[src/rtl/pipeline_hazard_ctrl.sv]
// Scoreboard stall/flush controller for the in-order RV32I decode stage.
// Optional macro HAZARD_PERF_CNT_EN adds saturating stall/flush cycle counters.
module pipeline_hazard_ctrl #(
    parameter int unsigned NUM_REGS     = 32,
    parameter int unsigned REG_AW       = 5,
    parameter int unsigned FLUSH_CYCLES = 2
) (
    input  logic                clk_100MHz,
    input  logic                reset,
    input  logic                i_id_valid,
    input  logic [REG_AW-1:0]   i_id_rs1,
    input  logic [REG_AW-1:0]   i_id_rs2,
    input  logic [REG_AW-1:0]   i_id_rd,
    input  logic                i_id_uses_rs1,
    input  logic                i_id_uses_rs2,
    input  logic                i_id_writes_rd,
    input  logic                i_wb_valid,
    input  logic [REG_AW-1:0]   i_wb_rd,
    input  logic                i_br_taken,
    input  logic                i_ex_busy,
    output logic                o_issue,
    output logic                o_stall_if,
    output logic                o_stall_id,
    output logic                o_flush_id,
    output logic [NUM_REGS-1:0] o_sb_pending,
    output logic                o_sb_err
`ifdef HAZARD_PERF_CNT_EN
    ,
    output logic [31:0]         o_perf_stall_cnt,
    output logic [31:0]         o_perf_flush_cnt
`endif
);

    localparam int unsigned CNT_W = (FLUSH_CYCLES > 1) ? $clog2(FLUSH_CYCLES) : 1;
    // Counter holds the flush cycles still owed after the branch cycle itself.
    localparam logic [CNT_W-1:0] CNT_LOAD = CNT_W'(FLUSH_CYCLES - 1);

    typedef enum logic [0:0] {
        ST_RUN   = 1'b0,
        ST_FLUSH = 1'b1
    } state_t;

    state_t              r_state;
    state_t              w_state_next;
    logic [CNT_W-1:0]    r_cnt;
    logic [CNT_W-1:0]    w_cnt_next;
    logic [NUM_REGS-1:0] r_sb_pending;
    logic                r_sb_err;
    logic [NUM_REGS-1:0] w_set_vec;
    logic [NUM_REGS-1:0] w_clr_vec;
    logic                w_raw;
    logic                w_waw;
    logic                w_hazard;
    logic                w_wb_bad;

    // State register
    always_ff @(posedge clk_100MHz) begin
        if (reset) begin
            r_state <= ST_RUN;
            r_cnt   <= '0;
        end else begin
            r_state <= w_state_next;
            r_cnt   <= w_cnt_next;
        end
    end

    // Next-state logic; a branch always (re)arms the flush window
    always_comb begin
        w_state_next = r_state;
        w_cnt_next   = r_cnt;
        if (i_br_taken) begin
            w_cnt_next   = CNT_LOAD;
            w_state_next = (CNT_LOAD != '0) ? ST_FLUSH : ST_RUN;
        end else if (r_state == ST_FLUSH) begin
            if (r_cnt > CNT_W'(1)) begin
                w_cnt_next = r_cnt - CNT_W'(1);
            end else begin
                w_cnt_next   = '0;
                w_state_next = ST_RUN;
            end
        end
    end

    // Hazard detect against registered scoreboard only; x0 bit is always clear
    assign w_raw    = (i_id_uses_rs1 & r_sb_pending[i_id_rs1]) |
                      (i_id_uses_rs2 & r_sb_pending[i_id_rs2]);
    assign w_waw    = i_id_writes_rd & r_sb_pending[i_id_rd];
    assign w_hazard = i_id_valid & (w_raw | w_waw);

    // Output logic
    always_comb begin
        o_issue    = 1'b0;
        o_stall_if = 1'b0;
        o_stall_id = 1'b0;
        o_flush_id = 1'b0;
        if (!reset) begin
            case (r_state)
                ST_RUN: begin
                    if (i_br_taken) begin
                        o_flush_id = 1'b1;
                    end else begin
                        o_issue    = i_id_valid & ~w_hazard & ~i_ex_busy;
                        o_stall_if = i_id_valid & (w_hazard | i_ex_busy);
                        o_stall_id = i_id_valid & (w_hazard | i_ex_busy);
                    end
                end
                ST_FLUSH: o_flush_id = 1'b1;
                default:  o_flush_id = 1'b0;
            endcase
        end
    end

    assign w_set_vec = (o_issue && i_id_writes_rd && (i_id_rd != '0))
                     ? (NUM_REGS'(1) << i_id_rd) : '0;
    assign w_clr_vec = (i_wb_valid && (i_wb_rd != '0))
                     ? (NUM_REGS'(1) << i_wb_rd) : '0;
    assign w_wb_bad  = i_wb_valid && (i_wb_rd != '0) && !r_sb_pending[i_wb_rd];

    // Scoreboard: set wins over clear on the same register
    always_ff @(posedge clk_100MHz) begin
        if (reset) begin
            r_sb_pending <= '0;
            r_sb_err     <= 1'b0;
        end else begin
            r_sb_pending <= (r_sb_pending & ~w_clr_vec) | w_set_vec;
            if (w_wb_bad) begin
                r_sb_err <= 1'b1;
            end
        end
    end

    assign o_sb_pending = r_sb_pending;
    assign o_sb_err     = r_sb_err;

`ifdef HAZARD_PERF_CNT_EN
    logic [31:0] r_perf_stall_cnt;
    logic [31:0] r_perf_flush_cnt;

    // Saturating event counters
    always_ff @(posedge clk_100MHz) begin
        if (reset) begin
            r_perf_stall_cnt <= '0;
            r_perf_flush_cnt <= '0;
        end else begin
            if (o_stall_id && (r_perf_stall_cnt != '1)) begin
                r_perf_stall_cnt <= r_perf_stall_cnt + 32'd1;
            end
            if (o_flush_id && (r_perf_flush_cnt != '1)) begin
                r_perf_flush_cnt <= r_perf_flush_cnt + 32'd1;
            end
        end
    end

    assign o_perf_stall_cnt = r_perf_stall_cnt;
    assign o_perf_flush_cnt = r_perf_flush_cnt;
`endif

endmodule

[config.mk]
export PLATFORM = sky130hd
export DESIGN_NAME = pipeline_hazard_ctrl
export DESIGN_NICKNAME = d
export VERILOG_FILES = /design/src/rtl/pipeline_hazard_ctrl.sv
export SDC_FILE = /design/constraint.sdc
export NUM_CORES = 1
export LEC_CHECK = 0
export ABC_AREA = 0
export BUFFER_PORTS_ARGS = -buffer_cell sky130_fd_sc_hd__buf_2
export CELL_PAD_IN_SITES_DETAIL_PLACEMENT = 1
export CELL_PAD_IN_SITES_GLOBAL_PLACEMENT = 1
export CORE_ASPECT_RATIO = 0.8
export CORE_MARGIN = 1
export CORE_UTILIZATION = 41
export CTS_BUF_LIST = sky130_fd_sc_hd__clkbuf_4 sky130_fd_sc_hd__clkbuf_8 sky130_fd_sc_hd__clkbuf_16
export DETAILED_ROUTE_END_ITERATION = 12
export GPL_TIMING_DRIVEN = 0
export PLACE_DENSITY = 0.86
export SETUP_SLACK_MARGIN = 0.4
export SYNTH_ARGS = -nofsm -noshare
export SYNTH_HDL_FRONTEND = slang
export SYNTH_SLANG_ARGS = --single-unit
export TNS_END_PERCENT = 1
[constraint.sdc]
create_clock -name clk_100MHz -period 2.65 [get_ports clk_100MHz]
set_clock_uncertainty 0.2 [all_clocks]
set_input_delay 0.1325 -clock clk_100MHz [delete_from_list [all_inputs] [get_ports clk_100MHz]]
set_output_delay 0.1325 -clock clk_100MHz [all_outputs]
set_load 0.02 [all_outputs]
Word-level counts from Yosys, hierarchy flattened
Index checks and enable logic that the tools add are counted.
- register bits: 35
- output and inout port bits: 37
- add/subtract/negate cells: 1
- magnitude comparators: 5
- shift-type cells: 2
- multiplexer cells: 25
- bitwise operators: 16
- reductions and logical operators: 8
- operators by type and width (operator ; count):
    32-bit two-way mux ; 2
    1-bit by 5-bit left shift with 32-bit output (first input constant) ; 2
    32-bit AND ; 1
    32-bit NOT ; 1
    32-bit OR ; 1
    5-bit by 6-bit less-than comparator with 1-bit output (second input constant) ; 4
    1-bit binary-select mux with 5-bit select ; 4
    1-bit two-way mux ; 18
    5-bit nonzero test ; 2
    1-bit AND ; 7
    1-bit logical AND ; 4
    1-bit NOT ; 3
    1-bit OR ; 3
    1-bit one-hot mux with 2 select lines ; 1
    2-bit nonzero test ; 1
    1-bit > comparator (second input constant) ; 1
    1-bit zero test ; 1
    1-bit subtractor (second input constant) ; 1

Longest topological paths before layout
- depth in word-level cells: 16
- depth in mapped cells: 10

Worst setup path after synthesis
No wires, ideal clock.
- path type: register -> output
- from: reg r_sb_pending[16] (netlist: o_sb_pending[16])
- to: out o_issue
- arrival: 2.307 ns
- data required time: 2.318 ns
- slack: 0.011 ns
- cell stages (with the launch flop): 8
- cell sequence: dfxtp_1 nor2b_1 a2111oi_0 nor3_1 a2111oi_2 o2111ai_2 clkbuf_1 nor3_1
- longest elaborated chain between the ends: 12
- elaborated cells between the ends (all ways): 18
- RTL lines (item ; line ; RTL):
    start, declared ; 47 ; logic [NUM_REGS-1:0] r_sb_pending;
    start signal, assigned ; 125 ; r_sb_pending <= (r_sb_pending & ~w_clr_vec) | w_set_vec;
    1-bit binary-select mux with 5-bit select, on equally long branches ; 85, 86 ;
    1-bit two-way mux, on equally long branches ; 85, 86 ;
    1-bit AND, on equally long branches ; 85, 86 ;
    1-bit OR ; 85 ; assign w_raw = (i_id_uses_rs1 & r_sb_pending[i_id_rs1]) |
    1-bit OR (*) ; 88 ; assign w_hazard = i_id_valid & (w_raw | w_waw);
    1-bit AND (*) ; 88 ;
    1-bit NOT (*) ; 102 ; o_issue = i_id_valid & ~w_hazard & ~i_ex_busy;
    1-bit AND (*) (2 in series) ; 102 ;
    1-bit two-way mux (*) ; 99 ; if (i_br_taken) begin
    1-bit two-way mux (*) ; 97 ; case (r_state)
    1-bit two-way mux (*) ; 96 ; if (!reset) begin
    end, declared ; 21 ; output logic o_issue,
Every way passes the cells marked *; elsewhere a longest branch is shown, timed or not. The select of a mux whose other input is x is not followed.

Worst setup path after layout
- from: reg r_sb_pending[4] (netlist: o_sb_pending[4])
- to: out o_stall_if
- longest elaborated chain between the ends: 11
- elaborated cells between the ends (all ways): 17
- RTL lines (item ; line ; RTL):
    1-bit binary-select mux with 5-bit select, on equally long branches ; 85, 86 ;
    1-bit two-way mux, on equally long branches ; 85, 86 ;
    1-bit AND, on equally long branches ; 85, 86 ;
    1-bit OR ; 85 ;
    1-bit OR (*) ; 88 ;
    1-bit AND (*) ; 88 ;
    1-bit OR (*) ; 103 ; o_stall_if = i_id_valid & (w_hazard | i_ex_busy);
    1-bit AND (*) ; 103 ;
    1-bit two-way mux (*) ; 99 ;
    1-bit two-way mux (*) ; 97 ;
    1-bit two-way mux (*) ; 96 ;
    end, declared ; 22 ; output logic o_stall_if,
Marks and branches as above.

==> results by group <==
Run status
  • Status: complete, but fails checks
  • Violated checks: negative setup slack

Worst setup path
  • RR Endpoint: o_sb_pending[14]
  • CP Launch Type: register
  • Crit path launch: o_sb_pending[4]
  • Critical Path Sink Type: primary output
  • R2R Setup Slk: -0.26 ns
  • CP Class: reg -> out
  • Reg-to-reg critical path startpoint: o_sb_pending[4]
  • WP data required: 2.32 ns
  • Crit Path Max Fanout: 6
  • CP arrival: approximately 2.7 ns
  • Crit path to: o_stall_if
  • FF-to-FF path depth: 9

Synth
  • Synth cell types: 41
  • Sequential cell area fraction in the yosys report: 0.2460
  • Flop and latch count out of synthesis: 34
  • Yosys top cell by area: dfxtp_1
  • Post-synth EDFFs: 0
  • Ys flop type: dfxtp_1
  • Avg Inst Size Synth: ~9.8 sq um
  • Mapped cell area: approximately 0.0028 sq mm
  • Synth area leaders: dfxtp_1 25%, mux4_2 21%, nand3_1 5.1%
  • Post-synth top area share: 0.2460
  • Yosys warns: 0
  • Post-Syn Nets: 310
  • Synth Instances: approximately 280
  • Ys async rst share: 0

Final layout
  • Final Instance Area: between 0.003 and 0.004 sq mm
  • Finished Layout Cells: 436
  • Fill count: around 730
  • Final-stage net count: 380
  • Final design utilization: 0.5575
  • Layout cells sized above 1: 0.4460
  • Synth-to-layout area growth: 29.81%
  • # diodes: 0

Global route
  • Met3 Track Usage GR: 0.07585
  • GRT Resource Usage Total: 0.3300
  • Vias in the first global route: around 3k
  • GRT busiest layer: met2
  • Pin count of the biggest net entering global routing: 11
  • Antenna violations before repair: 0
  • GR Util met1: 0.4306
  • M2 GR Usage: 0.5434
  • First-pass GRT wire length: between 15000 and 20000 um
  • GRT Residual Overflow: 0

Placement
  • IO buf count: 50
  • Routability Congestion: roughly 1
  • Post-DP HPWL: 8140 um
  • Post-DP Area: about 0.0032 sq mm
  • Placed Instances: 415

Route
  • Drt first pass iters: 6
  • WL per Instance: 26.97 um
  • Final wirelength: between 10000 and 15000 um
  • DRC Markers: 0
  • 1st-iter DRT viols: between 300 and 400
  • ANT nets after route: 0
  • Via Count: 3143
  • Via density: approximately 7

Floorplan
  • Ports: 66
  • Die Y: between 70 and 80 um
  • Row Count: 26
  • Die width: ~94 um
  • Die area: a little over 0.007 sq mm
  • Total core area: 0.006441 sq mm
  • Starting Density: 0.4295

CTS
  • Worst-Skew Late Latency: approximately 0.30 ns
  • CTS Buf Count: 5
  • CTS Sinks: 34
  • Max clock buf depth: 2
  • CTS tree: done
  • CTS clock-pin slew for the worst setup and hold paths: around 0.070 ns
  • H-Tree Depth: 2
  • CTS root buf: clkbuf_8

STA
  • Period utilization: 1.142
  • Slew HR: 0.6070
  • Setup ws final: -0.3773 ns
  • Fin. Hold Viols: 0
  • Peak Freq: between 0.3 and 0.4 GHz
  • Final worst path period need: approximately 3.0 ns
  • Slew Limit Fails: 0
  • Worst slew pin tran: 0.5821 ns
  • RSZ-0062 raised after global routing: yes
  • Setup violators final: 25

Pwr
  • Leakage: between 1 and 1.5 nW
  • PD cells: roughly 330 mW/mm^2
  • VDD IR max: approximately 0.30 mV

Hold path
  • Hold Crit Class: in -> reg

Job
  • Max-cap viol count: 0
==> how the worst min path moves through the flow <==
stage | to | startpoint | cells past startpoint
floorplan | o_sb_pending[0] | reset | 1
global placement | r_state | reset | 2
detailed placement | r_state | reset | 2
CTS | o_sb_err | reset | 3
global route | o_sb_err | reset | 3
finish | o_sb_err | reset | 3
==> cell usage after synthesis (all sizes together), types with 2 or more instances <==
library cell,instances
buf,9
mux2,3
nand3b,4
mux2i,13
nand2,13
nand3,28
clkbuf,21
o211ai,12
nor3,2
dfxtp,34
o311ai,10
nand4b,2
o41ai,15
or2,3
mux4,26
and3,2
a2111oi,7
nor4bb,2
nand4,6
o311a,2
nor2,11
a311oi,2
nor2b,9
nand2b,9
o31ai,17
inv,9
==> metrics by stage <==
step                hold slack, ns  setup slack (ns)  power (mW)  setup TNS [ns]
global route               0.03603           -0.4443       1.225          -5.956
finish                     0.02423           -0.3773       1.189          -3.788
global placement            0.1587           -0.1255      0.7394         -0.3000
detailed placement          0.1610           -0.2859      0.7475          -2.833
CTS                        0.01010           -0.3720       1.164          -2.122
floorplan                 0.004111            0.2047      0.6763               0
==> cells in the final DEF (no fill, tap or decap), drive strengths merged, types with 2 or more instances in the layout <==
cell type	instances
buf	70
dfxtp	34
nand3	28
clkbuf	28
mux4	26
o31ai	17
o41ai	15
nand2	13
mux2i	13
o211ai	12
nor2	11
o311ai	10
inv	9
nor2b	9
nand2b	9
a2111oi	7
nand4	6
nand3b	4
mux2	3
or2	3
o311a	2
nand4b	2
a311oi	2
and3	2
dlygate4sd3	2
nor4bb	2
nor3	2
==> state kept, by name, summed over array words and instances (netlist names) <==
signal        count
r_state           1
o_sb_err          1
o_sb_pending     32
==> power breakdown <==
part	switching [mW]	internal, mW
combinational	0.172	0.0929
clock	0.196	0.220
sequential	0.00224	0.507
total	0.370	0.819
==> critical path, cell delays in order, from the launching register on <==
cell and delay (ns):
dfxtp_4 0.38, mux4_2 0.47, mux2i_2 0.20, nor4bb_2 0.08, a2111oi_2 0.40, o2111ai_2 0.24
clkbuf_8 0.21, o21a_4 0.19, buf_6 0.11, buf_6 0.12
==> cell type report <==
cell class                 count  area, sq um  share of cell area
multi-input combinational    208         2100              0.5847
sequential                    34        709.4              0.1976
timing repair buffer          63        372.9              0.1038
buffer                        30        175.2             0.04878
tap                           84        105.1             0.02927
clock buffer                   7        90.09             0.02509
inverter                       9        33.78            0.009408
clock inverter                 1        5.005            0.001394
==> what timing repair did <==
action	4_1_cts	5_1_grt
hold buffers	2	0
resized for setup	17	33
setup buffers	8	3
endpoints found under the setup margin	35	35
endpoints found under the hold margin	2	0
pin swaps	8	16
==> kinds of logic after synthesis <==
| kind of cell | after synthesis | synth area share |
|---|---|---|
| flip-flops | 34 | 0.2460 |
| multiplexers | 42 | 0.2709 |
| AO/OA/AOI/OAI | 73 | 0.2402 |
| AND/OR/NAND/NOR | 93 | 0.1818 |
| buffers and inverters | 39 | 0.06106 |
==> layer usage <==
metal,part of all wire,vias up,wire (um)
met2,0.48,246,5598
met5,0,-,0
met3,0.12,40,1390
met4,0.025,0,292
li1,-,1292,-
met1,0.38,1565,4478
(Power assumes the default switching activity.)
